## src/rtl/xil_bram_sdp_1clk_clr_if.sv

```systemverilog
// User-side bus of the single-clock SDP BRAM with clear engine.
// The master drives the strobes; the slave returns read data, read valid and ready.
interface xil_bram_sdp_1clk_clr_if #(
    parameter int ADR = 8,
    parameter int DAT = 16,
    parameter int NBE = 2
);
    logic           clr;
    logic           wen;
    logic [NBE-1:0] wbe;
    logic [ADR-1:0] wad;
    logic [DAT-1:0] wda;
    logic           ren;
    logic [ADR-1:0] rad;
    logic [DAT-1:0] rda;
    logic           rvl;
    logic           rdy;

    modport master (output clr, wen, wbe, wad, wda, ren, rad, input rda, rvl, rdy);
    modport slave  (input clr, wen, wbe, wad, wda, ren, rad, output rda, rvl, rdy);
endinterface

```

## src/rtl/xil_bram_sdp_1clk_clr.sv

```systemverilog
// Single-clock simple-dual-port BRAM with lane write enables, optional write bypass,
// 1- or 2-stage read pipeline and a zeroing sweep after reset or on clear.
module xil_bram_sdp_1clk_clr #(
    parameter int ADR = 8,
    parameter int DAT = 16,
    parameter int DEP = 256,
    parameter int NBE = 2,
    parameter int DEL = 1,
    parameter int BYP = 1
) (
    input  logic                   clk,
    input  logic                   rstn,
    xil_bram_sdp_1clk_clr_if.slave bus
);
    localparam int             LW    = DAT / NBE;
    localparam logic [ADR:0]   DEP_W = (ADR + 1)'(DEP);
    localparam logic [ADR-1:0] LAST  = ADR'(DEP - 1);

    typedef enum logic {INIT, RUN} state_t;

    state_t         r_state;
    logic [ADR-1:0] r_cnt;
    logic           r_rdy;
    logic [DAT-1:0] r_mem [DEP];
    logic           r_s1_vld;
    logic [DAT-1:0] r_s1_dat;

    logic           w_act;
    logic           w_wad_ok;
    logic           w_rad_ok;
    logic           w_wr_acc;
    logic           w_rd_acc;
    logic           w_mem_we;
    logic [ADR-1:0] w_mem_adr;
    logic [DAT-1:0] w_mem_dat;
    logic [NBE-1:0] w_mem_be;
    logic [DAT-1:0] w_rd_dat;

    // A clear request in RUN wins over user strobes in the same cycle.
    assign w_act    = r_rdy & ~bus.clr;
    assign w_wad_ok = {1'b0, bus.wad} < DEP_W;
    assign w_rad_ok = {1'b0, bus.rad} < DEP_W;
    assign w_wr_acc = w_act & bus.wen & w_wad_ok;
    assign w_rd_acc = w_act & bus.ren;

    always_ff @(posedge clk) begin
        if (!rstn) begin
            r_state <= INIT;
            r_cnt   <= '0;
            r_rdy   <= 1'b0;
        end else begin
            case (r_state)
                INIT: begin
                    if (bus.clr) begin
                        r_cnt <= '0;
                    end else if (r_cnt == LAST) begin
                        r_cnt   <= '0;
                        r_state <= RUN;
                        r_rdy   <= 1'b1;
                    end else begin
                        r_cnt <= r_cnt + 1'b1;
                    end
                end
                RUN: begin
                    if (bus.clr) begin
                        r_state <= INIT;
                        r_cnt   <= '0;
                        r_rdy   <= 1'b0;
                    end
                end
                default: r_state <= INIT;
            endcase
        end
    end

    // The sweep owns the single write port while INIT.
    always_comb begin
        w_mem_we  = 1'b0;
        w_mem_adr = bus.wad;
        w_mem_dat = bus.wda;
        w_mem_be  = bus.wbe;
        if (r_state == INIT) begin
            w_mem_we  = rstn;
            w_mem_adr = r_cnt;
            w_mem_dat = '0;
            w_mem_be  = '1;
        end else if (w_wr_acc) begin
            w_mem_we  = rstn;
        end
    end

    // NOTE: the array has no reset branch so it maps onto block RAM; the sweep zeroes it.
    always_ff @(posedge clk) begin
        if (w_mem_we) begin
            for (int i = 0; i < NBE; i++) begin
                if (w_mem_be[i]) begin
                    r_mem[w_mem_adr][i*LW +: LW] <= w_mem_dat[i*LW +: LW];
                end
            end
        end
    end

    always_comb begin
        w_rd_dat = '0;
        if (w_rad_ok) begin
            w_rd_dat = r_mem[bus.rad];
            if (BYP != 0 && bus.wen && bus.rad == bus.wad) begin
                for (int i = 0; i < NBE; i++) begin
                    if (bus.wbe[i]) begin
                        w_rd_dat[i*LW +: LW] = bus.wda[i*LW +: LW];
                    end
                end
            end
        end
    end

    always_ff @(posedge clk) begin
        if (!rstn) begin
            r_s1_vld <= 1'b0;
            r_s1_dat <= '0;
        end else begin
            r_s1_vld <= w_rd_acc;
            if (w_rd_acc) begin
                r_s1_dat <= w_rd_dat;
            end
        end
    end

    // The output stage keeps draining during INIT so in-flight reads complete.
    if (DEL == 2) begin : g_del2
        logic           r_s2_vld;
        logic [DAT-1:0] r_s2_dat;

        always_ff @(posedge clk) begin
            if (!rstn) begin
                r_s2_vld <= 1'b0;
                r_s2_dat <= '0;
            end else begin
                r_s2_vld <= r_s1_vld;
                if (r_s1_vld) begin
                    r_s2_dat <= r_s1_dat;
                end
            end
        end

        assign bus.rda = r_s2_dat;
        assign bus.rvl = r_s2_vld;
    end else begin : g_del1
        assign bus.rda = r_s1_dat;
        assign bus.rvl = r_s1_vld;
    end

    assign bus.rdy = r_rdy;
endmodule
```

## src/flat_wrapper.sv

```systemverilog
// flat-port wrapper written by rule: the top's interface ports become plain ports
module xil_bram_sdp_1clk_clr_flat 
#(
    parameter int ADR = 8,
    parameter int DAT = 16,
    parameter int DEP = 256,
    parameter int NBE = 2,
    parameter int DEL = 1,
    parameter int BYP = 1
)
  (clk, rstn, bus_clr, bus_wen, bus_wbe, bus_wad, bus_wda, bus_ren, bus_rad, bus_rda, bus_rvl, bus_rdy);
  xil_bram_sdp_1clk_clr_if #(.ADR(ADR), .DAT(DAT), .NBE(NBE)) bus_i ();
  input  logic clk;
  input  logic rstn;
  input wire logic [$bits(bus_i.clr)-1:0] bus_clr;
  input wire logic [$bits(bus_i.wen)-1:0] bus_wen;
  input wire logic [$bits(bus_i.wbe)-1:0] bus_wbe;
  input wire logic [$bits(bus_i.wad)-1:0] bus_wad;
  input wire logic [$bits(bus_i.wda)-1:0] bus_wda;
  input wire logic [$bits(bus_i.ren)-1:0] bus_ren;
  input wire logic [$bits(bus_i.rad)-1:0] bus_rad;
  output wire logic [$bits(bus_i.rda)-1:0] bus_rda;
  output wire logic [$bits(bus_i.rvl)-1:0] bus_rvl;
  output wire logic [$bits(bus_i.rdy)-1:0] bus_rdy;
  assign bus_i.clr = bus_clr;
  assign bus_i.wen = bus_wen;
  assign bus_i.wbe = bus_wbe;
  assign bus_i.wad = bus_wad;
  assign bus_i.wda = bus_wda;
  assign bus_i.ren = bus_ren;
  assign bus_i.rad = bus_rad;
  assign bus_rda = bus_i.rda;
  assign bus_rvl = bus_i.rvl;
  assign bus_rdy = bus_i.rdy;
  xil_bram_sdp_1clk_clr #(.ADR(ADR), .DAT(DAT), .DEP(DEP), .NBE(NBE), .DEL(DEL), .BYP(BYP)) u_core (.clk(clk), .rstn(rstn), .bus(bus_i));
endmodule
```

## config.mk

```make
export PLATFORM = sky130hd
export DESIGN_NAME = xil_bram_sdp_1clk_clr_flat
export DESIGN_NICKNAME = d
export VERILOG_FILES = /design/src/rtl/xil_bram_sdp_1clk_clr_if.sv /design/src/rtl/xil_bram_sdp_1clk_clr.sv /design/src/flat_wrapper.sv
export SDC_FILE = /design/constraint.sdc
export NUM_CORES = 2
export LEC_CHECK = 0
export ABC_AREA = 1
export CORE_UTILIZATION = 55
export DETAILED_ROUTE_END_ITERATION = 7
export PLACE_DENSITY = 0.73
export SYNTH_ARGS = -nofsm -noshare
export SYNTH_HDL_FRONTEND = slang
export SYNTH_SLANG_ARGS = --single-unit
```

## constraint.sdc

```tcl
create_clock -name clk -period 6.2 [get_ports clk]
set_input_delay 0.93 -clock clk [delete_from_list [all_inputs] [get_ports clk]]
set_output_delay 0.93 -clock clk [all_outputs]
set_load 0.05 [all_outputs]
```

==> metrics.log <==
INFO  metric hold_viol_final = 0
INFO  metric cts_made_buffers = approximately 400
INFO  metric critPathCaptureType = register
INFO  metric syn_nets = 14.4k
INFO  metric design.portCount = 57
INFO  metric worst_pin_slew = approximately 1500 ps
INFO  metric syn-cell-area = 169,000 um^2
INFO  metric syn-mean-instance-area = about 12 um^2
INFO  metric die_h = 556 um
INFO  metric timing.final.ws_setup = 1690 ps
INFO  metric setup_tns = 0 ps
INFO  metric place_ws = approximately 1100 ps
INFO  metric grt_antenna_before_repair = 11
INFO  metric timing.clock.skew = between 50 and 60 ps
INFO  metric rows = 203
INFO  metric ys_seq_elements = between 4k and 5k
INFO  metric ys.warnings.count = 0
INFO  metric number_of_hold_buffers_added_after_cts = 0
INFO  metric core-area = a little over 300,000 um^2
INFO  metric postLayoutCoreUtil = 0.604
INFO  metric r2r_setup_slack = 1690 ps
INFO  metric period_minus_slack = between 4000 and 5000 ps
INFO  metric synthesis.instances = roughly 14k
INFO  metric clock_power_share = 0.420
INFO  metric final-setup-viol-count = 0
INFO  metric timing_worst_setup_path_type = register to register
INFO  metric slew_headroom = 0.0297
INFO  metric sw_frac_of_total = 0.222
INFO  metric postCtsSetupRepairBufs = 0
INFO  metric first_pass_grt_wire_length = 674,000 um
INFO  metric routed_wirelength = between 400,000 and 500,000 um
INFO  metric upper_clock_frequency_limit = 0.222 GHz
INFO  metric clock_path_buffers = 4
INFO  metric area_occupied_by_multi_input_gates = 39,900 um^2
INFO  metric seq_power_share = 0.533
INFO  metric setup.worst_path.start_class = register
INFO  metric nNetsFinal = 14.1k
INFO  metric portBuffers = 56
INFO  metric grt_overflow = 0
INFO  metric power-per-cell-area = approximately 300 nW/um^2
INFO  metric detailedRoute.firstIterationViolations = 16.5k
INFO  metric worst_ir_drop_vdd = ~270 uV
INFO  metric violated_checks = DRC
INFO  metric ys_seq_area_frac = 0.732
INFO  metric drcViolationCount = 4
INFO  metric clk_latency = 980 ps
INFO  metric leakage = 0.0679 uW
INFO  metric deepest_level_of_the_cts_h_tree = 5
INFO  metric cp_max_fo = 60
INFO  metric critical_path_arrival = 5060 ps
INFO  metric global_route.usage.total = 0.292
INFO  metric detailedRoute.firstPassIterationCount = 8
INFO  metric floorplan.die_area = approximately 300,000 um^2
INFO  metric dieWidth = approximately 560 um
INFO  metric via_count = 112k
INFO  metric worst_setup_hold_path_clk_slew = approximately 60 ps
INFO  metric regArea = around 120,000 um^2
INFO  metric vias_per_cell = about 6
INFO  metric start_util = 0.552
INFO  metric p_int = 44,000 uW
INFO  metric area_growth_syn_to_layout = 9.37%
INFO  metric run_status = finished with violations
INFO  metric number_of_flops_mapped_to_enable_cells_by_yosys = 4,096
INFO  metric slew_viol_final = 0
INFO  metric maxCapViolCount = 0
INFO  metric tritoncts = yes
INFO  metric ctsResizeCount = 0
INFO  metric grt_setup_unrepaired = no
INFO  metric predominant_post_synthesis_flop_cell = sky130_fd_sc_hd__edfxtp_1
INFO  metric power_frac_comb = 0.046
INFO  metric crit_required = ~6800 ps
INFO  metric min_path_type = register to register
INFO  metric first_global_vias = approximately 110k
INFO  metric drt.antenna.violating_nets = 0
INFO  metric largest_net_degree_at_the_start_of_global_routing = approximately 240
INFO  metric cts-root-buf = sky130_fd_sc_hd__clkbuf_16
INFO  metric fillCellCount = roughly 23k
INFO  metric avg_wl_per_cell = roughly 25 um
INFO  metric holdWs = around 470 ps
INFO  metric dp_hpwl = 263,000 um
INFO  metric asyncSetResetFlopFracSynth = 0
INFO  metric synth.lib_cells_used.distinct = 36
INFO  metric layout-drive-gt1-share = 0.0560
INFO  metric tritoncts_num_sinks = about 4.1k
INFO  metric period_share = 0.728
INFO  metric switching_power = 12,500 uW
INFO  metric gpl.final_weighted_congestion = 0.955
through the flow:
stage | area (um^2) | total power [uW] | instances
3_5_place_dp | 172000 | 33300 | 17700
5_1_grt | 185000 | 57800 | 18500
2_1_floorplan | 169000 | 32500 | 14400
4_1_cts | 185000 | 56600 | 18500
6_report | 185000 | 56600 | 18500
3_3_place_gp | 172000 | 33300 | 17700
cell type report:
type | count | area share
Antenna cell | 8 | 0.000108
Clock buffer | 513 | 0.0572
Clock inverter | 226 | 0.0120
Inverter | 64 | 0.00224
Multi-Input combinational cell | 9188 | 0.216
Sequential cell | 4123 | 0.669
Tap cell | 4100 | 0.0278
Timing Repair Buffer | 267 | 0.0157
worst paths after layout:
check | start | cells past startpoint | to
setup / recovery | u_core.bus.rdy$_SDFFE_PN0P_ | 7 | u_core.r_mem[135][5]$_DFFE_PP_
hold / removal | u_core.bus.rda[0]$_SDFFE_PN0P_ | 2 | u_core.bus.rda[0]$_SDFFE_PN0P_
setup reg to reg | u_core.bus.rdy$_SDFFE_PN0P_ | 7 | u_core.r_mem[135][5]$_DFFE_PP_
hold reg to reg | u_core.bus.rda[0]$_SDFFE_PN0P_ | 2 | u_core.bus.rda[0]$_SDFFE_PN0P_
registers in the layout, summed over array words and instances (netlist names):
register        flops
u_core.bus.rvl      1
u_core.bus.rdy      1
u_core.bus.rda     16
u_core.r_cnt        8
u_core.r_mem     4096
u_core.r_state      1
power groups by stage:
stage / logic [uW] / registers, uW / clock network [uW]
5_1_grt: 2780 / 30200 / 24900
3_5_place_dp: 2540 / 30800 / 0
2_1_floorplan: 1700 / 30800 / 0
4_1_cts: 2560 / 30200 / 23900
3_3_place_gp: 2520 / 30800 / 0
6_report: 2630 / 30200 / 23800
placed cells by master (no fill, tap or decap), types with 19 or more instances in the layout:
cell type                         synthesis  final
sky130_fd_sc_hd__clkinv_2                 0     66
sky130_fd_sc_hd__o21ai_0                 20     20
sky130_fd_sc_hd__a21oi_1                 23     23
sky130_fd_sc_hd__inv_1                   59     40
sky130_fd_sc_hd__edfxtp_1              4096   4096
sky130_fd_sc_hd__inv_8                    0     19
sky130_fd_sc_hd__nand2_1               4503   4503
sky130_fd_sc_hd__buf_4                  180    154
sky130_fd_sc_hd__clkdlybuf4s50_1          0     49
sky130_fd_sc_hd__clkbuf_16                0    404
sky130_fd_sc_hd__bufinv_16                0     26
sky130_fd_sc_hd__buf_12                   0     58
sky130_fd_sc_hd__clkinv_1                 1     99
sky130_fd_sc_hd__nand3_1               4052   4052
sky130_fd_sc_hd__dfxtp_1                 27     27
sky130_fd_sc_hd__clkbuf_1               209    104
sky130_fd_sc_hd__nor2_1                 551    539
logic make-up (layout without fill, tap and decap cells):
group | count (synthesis) | count (layout) | share of synthesized area
buffers and inverters | 1066 | 1070 | 0.0327
XOR/XNOR | 3 | 3 | 0.000156
other | 0 | 8 | 0
AND/OR/NAND/NOR | 9124 | 9124 | 0.233
adder cells (fa/ha/maj) | 1 | 1 | 0.0000741
AO/OA/AOI/OAI | 60 | 60 | 0.00191
flip-flops | 4123 | 4123 | 0.732
synthesized netlist by cell type, types with 3 or more instances:
| library cell | instances | area, um^2 |
|---|---|---|
| sky130_fd_sc_hd__clkbuf_1 | 209 | 785 |
| sky130_fd_sc_hd__buf_2 | 460 | 2300 |
| sky130_fd_sc_hd__nor3_1 | 3 | 15.0 |
| sky130_fd_sc_hd__buf_4 | 180 | 1350 |
| sky130_fd_sc_hd__or2_2 | 3 | 18.8 |
| sky130_fd_sc_hd__edfxtp_1 | 4096 | 123000 |
| sky130_fd_sc_hd__o21ai_1 | 8 | 40.0 |
| sky130_fd_sc_hd__nor2_2 | 3 | 18.8 |
| sky130_fd_sc_hd__buf_6 | 33 | 372 |
| sky130_fd_sc_hd__buf_1 | 118 | 443 |
| sky130_fd_sc_hd__nand3_1 | 4052 | 20300 |
| sky130_fd_sc_hd__nor2_4 | 4 | 45.0 |
| sky130_fd_sc_hd__inv_1 | 59 | 221 |
| sky130_fd_sc_hd__nand2_1 | 4503 | 16900 |
| sky130_fd_sc_hd__a21oi_1 | 23 | 115 |
| sky130_fd_sc_hd__nor2_1 | 551 | 2070 |
| sky130_fd_sc_hd__dfxtp_1 | 27 | 541 |
| sky130_fd_sc_hd__o21ai_0 | 20 | 100 |
metal layers:
metal  up-vias  GRT usage  share of wire
met4         4      0.159          0.061
met2      6621      0.460           0.47
met5         -          0       0.000059
met1     54200      0.383           0.37
li1      50200          -              -
met3      1199     0.0566           0.11
worst max-delay path, stage by stage, from the launching register on:
cell and delay [ps]:
sky130_fd_sc_hd__dfxtp_1 650, sky130_fd_sc_hd__inv_1 120, sky130_fd_sc_hd__nor2_1 720, sky130_fd_sc_hd__o21ai_0 370, sky130_fd_sc_hd__a21oi_1 450, sky130_fd_sc_hd__o21ai_4 320
sky130_fd_sc_hd__buf_4 450, sky130_fd_sc_hd__nor2_1 960
Power figures use the tool's default switching activity.
